$ cat config.mk
export PLATFORM = sky130hd
export DESIGN_NAME = freq_sweep_ctrl
export DESIGN_NICKNAME = d
export VERILOG_FILES = /design/src/rtl/freq_sweep_ctrl.sv
export SDC_FILE = /design/constraint.sdc
export NUM_CORES = 1
export LEC_CHECK = 0
export CAP_MARGIN = 20
export CORE_ASPECT_RATIO = 0.75
export CORE_MARGIN = 5
export CORE_UTILIZATION = 52
export DETAILED_ROUTE_END_ITERATION = 8
export HOLD_SLACK_MARGIN = 0.02
export PLACE_DENSITY_LB_ADDON = 0.15
export SLEW_MARGIN = 20
export SYNTH_ARGS = -nofsm -noshare
export SYNTH_HDL_FRONTEND = slang
export SYNTH_SLANG_ARGS = --single-unit
$ cat constraint.sdc
create_clock -name RO_Clk -period 3.2 [get_ports RO_Clk]
set_clock_uncertainty 0.05 [all_clocks]
set_input_delay 0.64 -clock RO_Clk [delete_from_list [all_inputs] [get_ports RO_Clk]]
set_output_delay 0.64 -clock RO_Clk [all_outputs]
set_load 0.02 [all_outputs]
$ cat src/rtl/freq_sweep_ctrl.sv
// Frequency-sweep sequencer for the SW-programmable ring-oscillator divider.
// Drives the divider's ld/SW and reloads on every carry so each period is exactly 512-64*code clocks.
module freq_sweep_ctrl #(
    parameter int DWELL_W = 8,
    parameter int CODE_W  = 3
) (
    input  logic               RO_Clk,
    input  logic               rst_n,
    input  logic               start,
    input  logic               stop,
    input  logic               loop_en,
    input  logic [CODE_W-1:0]  start_code,
    input  logic [CODE_W-1:0]  end_code,
    input  logic [DWELL_W-1:0] dwell,
    input  logic               co_in,
    output logic               ld,
    output logic [CODE_W-1:0]  SW_out,
    output logic               busy,
    output logic               done,
    output logic               step_pulse,
    output logic [DWELL_W-1:0] period_cnt
);

    typedef enum logic [1:0] {IDLE, LOAD, RUN, DONE} state_t;

    localparam logic [CODE_W-1:0]  CODE_ONE  = CODE_W'(1);
    localparam logic [DWELL_W-1:0] DWELL_ONE = DWELL_W'(1);

    state_t             state_reg, state_next;
    logic [CODE_W-1:0]  code_reg, code_next;
    logic [CODE_W-1:0]  start_cap_reg, start_cap_next;
    logic [CODE_W-1:0]  end_cap_reg, end_cap_next;
    logic [DWELL_W-1:0] dwell_cap_reg, dwell_cap_next;
    logic               dir_up_reg, dir_up_next;
    logic               loop_cap_reg, loop_cap_next;
    logic [DWELL_W-1:0] period_cnt_reg, period_cnt_next;
    logic               step_pulse_reg, step_pulse_next;

    logic               capture;
    logic               final_carry;
    logic               at_end;
    logic [CODE_W-1:0]  step_code;

    always_ff @(posedge RO_Clk or negedge rst_n) begin
        if (!rst_n) begin
            state_reg      <= IDLE;
            code_reg       <= '0;
            start_cap_reg  <= '0;
            end_cap_reg    <= '0;
            dwell_cap_reg  <= '0;
            dir_up_reg     <= 1'b0;
            loop_cap_reg   <= 1'b0;
            period_cnt_reg <= '0;
            step_pulse_reg <= 1'b0;
        end else begin
            state_reg      <= state_next;
            code_reg       <= code_next;
            start_cap_reg  <= start_cap_next;
            end_cap_reg    <= end_cap_next;
            dwell_cap_reg  <= dwell_cap_next;
            dir_up_reg     <= dir_up_next;
            loop_cap_reg   <= loop_cap_next;
            period_cnt_reg <= period_cnt_next;
            step_pulse_reg <= step_pulse_next;
        end
    end

    // Captured dwell is never 0, so dwell_cap_reg-1 cannot underflow.
    assign final_carry = (state_reg == RUN) && co_in &&
                         (period_cnt_reg == (dwell_cap_reg - DWELL_ONE));
    assign at_end      = (code_reg == end_cap_reg);
    assign step_code   = at_end ? start_cap_reg :
                         (dir_up_reg ? code_reg + CODE_ONE : code_reg - CODE_ONE);

    always_comb begin
        state_next      = state_reg;
        code_next       = code_reg;
        start_cap_next  = start_cap_reg;
        end_cap_next    = end_cap_reg;
        dwell_cap_next  = dwell_cap_reg;
        dir_up_next     = dir_up_reg;
        loop_cap_next   = loop_cap_reg;
        period_cnt_next = period_cnt_reg;
        step_pulse_next = 1'b0;
        capture         = 1'b0;
        ld              = 1'b1;
        SW_out          = code_reg;
        busy            = 1'b0;
        done            = 1'b0;

        case (state_reg)
            IDLE: begin
                SW_out  = start_code;
                capture = start && !stop;
            end
            LOAD: begin
                busy       = 1'b1;
                state_next = RUN;
            end
            RUN: begin
                busy = 1'b1;
                ld   = co_in;
                if (co_in && !stop) begin
                    if (final_carry) begin
                        period_cnt_next = '0;
                        if (!at_end || loop_cap_reg) begin
                            // Present the new code on the carry itself so the reload picks it up.
                            SW_out          = step_code;
                            code_next       = step_code;
                            step_pulse_next = 1'b1;
                        end else begin
                            state_next = DONE;
                        end
                    end else begin
                        period_cnt_next = period_cnt_reg + DWELL_ONE;
                    end
                end
            end
            DONE: begin
                done    = 1'b1;
                SW_out  = end_cap_reg;
                capture = start && !stop;
            end
            default: begin
                state_next = IDLE;
            end
        endcase

        if (capture) begin
            state_next      = LOAD;
            start_cap_next  = start_code;
            end_cap_next    = end_code;
            dwell_cap_next  = (dwell == '0) ? DWELL_ONE : dwell;
            dir_up_next     = (end_code >= start_code);
            loop_cap_next   = loop_en;
            code_next       = start_code;
            period_cnt_next = '0;
        end

        if (stop) begin
            state_next      = IDLE;
            period_cnt_next = '0;
            step_pulse_next = 1'b0;
        end
    end

    assign step_pulse = step_pulse_reg;
    assign period_cnt = period_cnt_reg;

endmodule

; After elaboration in Yosys (flattened, before gate mapping)
; Index checks and enable logic that the tools add are counted.
[op_classes]
mux = 29
n_reduce_logical = 17
eq_ne = 8
magnitude_cmp = 1
n_addsub = 4
[op_table]
columns = op, count
row1 = $mux W8, 6
row2 = $mux W3, 7
row3 = $mux W2, 5
row4 = $mux W1, 9
row5 = $pmux W3 S3, 1
row6 = $add A8 B1 Y8 const B, 1
row7 = $eq A8 B8 Y1, 1
row8 = $logic_not A8 Y1, 1
row9 = $ne A4 B4 Y1 const B, 2
row10 = $sub A8 B1 Y8 const B, 1
row11 = $reduce_bool A3 Y1, 2
row12 = $eq A2 B2 Y1 const B, 2
row13 = $logic_and A1 B1 Y1, 4
row14 = $ne A4 B3 Y1 const B, 1
row15 = $pmux W2 S2, 1
row16 = $reduce_and A4 Y1, 1
row17 = $reduce_bool A4 Y1, 1
row18 = $reduce_or A2 Y1, 2
row19 = $add A3 B1 Y3 const B, 1
row20 = $eq A3 B3 Y1, 1
row21 = $ge A3 B3 Y1, 1
row22 = $sub A3 B1 Y3 const B, 1
row23 = $eq A2 B1 Y1 const B, 1
row24 = $logic_not A1 Y1, 2
row25 = other kinds (4), 4
[word_totals]
in_bits = 20
wordCells = 68
output_inout_bits = 15
reg_bits = 30

; Depth between registers and ports, before layout
[depth]
depth_word = 9
depth_mapped = 10
depth_no_buf = 8

; Worst setup path before layout
; Ideal clock, no wire load.
[synth_timing]
path_type = register to output
startpoint = register dwell_cap_reg[0]
endpoint = output SW_out[0]
n_path_buf = 0
path_stages_with_launch = 9
setup_slack_ns = 0.242
arrival_ns = 2.268
required_ns = 2.510
path_cell_list = dfrtp_1 inv_1 ha_1 o21bai_1 a2111oi_0 a311o_1 o211ai_2 nor3_1 a2bb2oi_1
[synth_between]
elab_chain_len = 6
[synth_rtl]
columns = element, line_no
row1 = "start, declared", 33  ; logic [DWELL_W-1:0] dwell_cap_reg, dwell_cap_next;
row2 = "start signal, assigned", 60  ; dwell_cap_reg <= dwell_cap_next;
row3 = $sub A8 B1 Y8, 70  ; (period_cnt_reg == (dwell_cap_reg - DWELL_ONE));
row4 = $eq A8 B8 Y1, 70
row5 = $logic_and A1 B1 Y1, 69  ; assign final_carry = (state_reg == RUN) && co_in &&
row6 = $mux W3, 104  ; if (final_carry) begin
row7 = $mux W3, n/a
row8 = $pmux W3 S3, 91  ; case (state_reg)
row9 = "end, declared", 17  ; output logic [CODE_W-1:0] SW_out,
; Every way passes these cells.

; Worst setup path after layout
[layout_timing]
startpoint = input co_in
endpoint = output SW_out[1]
[layout_between]
elab_chain_len = 5
word_cells_on_any_way = 6
cone_classes = mux: 3 / reduce/logical: 3
[layout_rtl]
columns = element, line_no
row1 = "start, declared", 15  ; input logic co_in,
row2 = $logic_and A1 B1 Y1 (2 in series), 69
row3 = $mux W3, 104
row4 = $mux W3 (*), n/a
row5 = $pmux W3 S3 (*), 91
; Every way passes the cells marked *; elsewhere a longest branch is shown, timed or not.

==> results.sh <==
export IMPL_timing_rr_end="code_reg[2]"
export IMPL_initial_core_util=0.5380
export IMPL_rows=19
export IMPL_clkSlewWorstSetupHoldPaths_ns=0.07
export IMPL_worst_slew_margin_rel=0.5667
export IMPL_detail_route_vias_per_cell=5.371
export IMPL_first_global_vias=1584
export IMPL_cts_made_buffers=5
export IMPL_global_route_usage_total=0.1948
export IMPL_final_period_utilization=0.9578
export IMPL_yosysWarnings=0
export IMPL_number_of_synthesized_flops_with_an_enable_pin=0
export IMPL_net_switching_power_mw=0.8863
export IMPL_detail_route_wirelength_mm=4.622
export IMPL_cp_arrival_ns=2.37
export IMPL_dieArea_um2=5103
export IMPL_holdBufCountCts=0
export IMPL_mappedNetlistNets=258
export IMPL_cts_root_buf="sky130_fd_sc_hd__clkbuf_8"
export IMPL_yosysTopAreaCell="sky130_fd_sc_hd__dfrtp_1"
export IMPL_ant_nets=0
export IMPL_max_freq_mhz=326.3
export IMPL_layout_cell_share_with_drive_strength_beyond_1=0.1560
export IMPL_synth_top_flop_cell="sky130_fd_sc_hd__dfrtp_1"
export IMPL_syn_cell_area_um2=1957
export IMPL_fp_coreArea_um2=3637
export IMPL_grt_overflow=0
export IMPL_synthMostInstantiatedCell="sky130_fd_sc_hd__nand2_1"
export IMPL_worstSkewPairLatency_ns=0.28
export IMPL_rsz0062_at_grt="false"
export IMPL_syn_avg_cell_area_um2=8.583
export IMPL_drtPass1Iterations=4
export IMPL_sw_frac_of_total=0.4208
export IMPL_grt_first_pass_wirelength_mm=7.576
export IMPL_drc=0
export IMPL_min_path_type="reg -> reg"
export IMPL_setup_ws_ns=0.1351
export IMPL_fin_total_pwr_mw=2.106
export IMPL_synth_top_cell_area_share=0.3836
export IMPL_place_hpwl_mm=3.490
export IMPL_timing_critical_path_from_type="input pin"
export IMPL_preCtsSetupSlack_ns=-0.3752
export IMPL_numClockSinks=30
export IMPL_r2r_worst_path_cells=10
export IMPL_max_cap_violations=0
export IMPL_required_ns=2.51
export IMPL_die_width_um=80.84
export IMPL_grt_start_max_net_pins=31
export IMPL_top_fanout_value_on_the_critical_path=8
export IMPL_finalHoldViolCount=0
export IMPL_lkg_pwr_nw=1.164
export IMPL_detailroute_via_count=1794
export IMPL_synth_common_cells="sky130_fd_sc_hd__nand2_1 (40), sky130_fd_sc_hd__dfrtp_1 (30), sky130_fd_sc_hd__nor2_1 (22), sky130_fd_sc_hd__inv_1 (13), sky130_fd_sc_hd__o21ai_0 (13)"
export IMPL_timing_worst_slew_pin_value_ns=0.6499
export IMPL_vdd_ir_drop_max_mv=0.4551
export IMPL_seqPwrFrac=0.300
export IMPL_final_max_slew_viol_count=0
export IMPL_wire_per_inst_um=13.84
export IMPL_die_height_um=63.13
export IMPL_timing_rr_start="dwell_cap_reg[0]"
export IMPL_design_final_nets=311
export IMPL_synthesis_instances=228
export IMPL_synthDistinctLibCells=42
export IMPL_r2r_setup_slack_ns=0.75
export IMPL_timing_critical_path_to_type="output pin"
export IMPL_synth_ff_latch_count=30
export IMPL_clock_tree_buffer_depth=2
export IMPL_timing_critical_path_to="SW_out[1]"
export IMPL_synth_seq_area_share=0.3836
export IMPL_synth_area_top_cells="sky130_fd_sc_hd__dfrtp_1 (38%), sky130_fd_sc_hd__nand2_1 (7.7%), sky130_fd_sc_hd__ha_1 (5.8%)"
export IMPL_globalplace_congestion=0.8022
export IMPL_n_antenna_cell=0
export IMPL_critical_path_class="in -> out"
export IMPL_power_per_cell_area_nw_per_um2=804.7
export IMPL_drt_initial_drc_count=116
export IMPL_beginning_of_the_critical_path="co_in"
export IMPL_h_tree_depth=2
export IMPL_cell_internal_pwr_mw=1.220
export IMPL_run_status="finished, final reports clean"
export IMPL_share_clk_of_total_power=0.151
export IMPL_async_flop_share=1.000
export IMPL_layout_area_overhead_vs_synth_pct=33.76
export IMPL_io_pins=35
export IMPL_post_route_min_period_ns=3.065
export IMPL_io_buffer_count=34
export IMPL_cts_tree="built"
export IMPL_setup_viol=0
export IMPL_comb_power_share=0.549
export IMPL_antenna_found_initial=0
cells by family after synthesis:
kind of cell / Yosys count / synth area share
adders and majority gates: 10 / 0.06778
buffers and inverters: 22 / 0.04668
and+or+nand+nor: 96 / 0.2347
xor gates and xnor gates: 20 / 0.08952
AOI/OAI and AO/OA: 50 / 0.1778
DFF: 30 / 0.3836
final cells by class:
type                            count  area [um2]
Inverter                           13       48.80
Clock buffer                        6       82.58
Clock inverter                      2       12.51
Multi-Input combinational cell    176        1169
Tap cell                           52       65.06
Fill cell                         274        1020
Sequential cell                    30       750.7
Timing Repair Buffer               55       489.2
power by group through the flow:
stage,registers (mW),clock network [mW],logic [mW]
floorplan,0.627,0,0.707
global placement,0.633,0,1.08
detailed placement,0.635,0,1.09
CTS,0.629,0.327,1.08
global route,0.650,0.345,1.27
finish,0.632,0.319,1.16
how the worst min path moves through the flow:
| stage | startpoint | to | slack [ns] | cells after the start |
|---|---|---|---|---|
| 6_report | start_cap_reg[2] | start_cap_reg[2] | 0.44 | 1 |
| 3_3_place_gp | start_cap_reg[2] | start_cap_reg[2] | 0.42 | 1 |
| 2_1_floorplan | rst_n | code_reg[0] | 0.29 | 0 |
| 4_1_cts | start_cap_reg[2] | start_cap_reg[2] | 0.44 | 1 |
| 5_1_grt | start_cap_reg[2] | start_cap_reg[2] | 0.46 | 1 |
| 3_5_place_dp | start_cap_reg[2] | start_cap_reg[2] | 0.42 | 1 |
critical path, cell delays in order:
cell and delay, ns:
sky130_fd_sc_hd__clkdlybuf4s50_1 0.48, sky130_fd_sc_hd__and2_1 0.16, sky130_fd_sc_hd__nand3_1 0.09, sky130_fd_sc_hd__a211oi_2 0.22, sky130_fd_sc_hd__o211ai_2 0.15, sky130_fd_sc_hd__buf_6 0.16, sky130_fd_sc_hd__o31ai_1 0.22, sky130_fd_sc_hd__a2bb2oi_1 0.09
sky130_fd_sc_hd__buf_2 0.17
layout by cell type, fill, tap and decap left out, types with 7 or more instances in the layout:
cell type,n
sky130_fd_sc_hd__a21oi_1,7
sky130_fd_sc_hd__buf_4,21
sky130_fd_sc_hd__clkdlybuf4s50_1,31
sky130_fd_sc_hd__dfrtp_1,30
sky130_fd_sc_hd__ha_1,8
sky130_fd_sc_hd__inv_1,13
sky130_fd_sc_hd__nand2_1,40
sky130_fd_sc_hd__nand2b_1,7
sky130_fd_sc_hd__nor2_1,22
sky130_fd_sc_hd__o21ai_0,12
sky130_fd_sc_hd__xnor2_1,11
sky130_fd_sc_hd__xor2_1,9
timing repair:
item | 4_1_cts | 5_1_grt
cloned | 0 | 0
endpoints found under the setup margin | 3 | 3
endpoints found under the hold margin | 0 | 0
pin swaps | 2 | 2
resized for setup | 21 | 7
buffers inserted | 0 | 2
per-stage QoR:
step	setup TNS [ns]	instance area, um2	std cells	hold slack [ns]	util
final	0	2618	334	0.4444	0.7196
after global routing	0	2618	334	0.4575	0.7196
after CTS	0	2566	332	0.4418	0.7055
after detailed placement	-1.122	2462	324	0.4244	0.6770
after global placement	-1.042	2462	324	0.4224	0.6770
after floorplan	0	1957	228	0.2944	-
per-layer routing:
metal,global-route usage,vias to the layer above,part of all wire
met5,0,-,0
met4,0.06962,0,0.016
met3,0.04274,7,0.072
met2,0.2715,60,0.43
met1,0.2932,833,0.49
li1,-,894,-
Note: power is estimated with default switching activity, not from simulation.
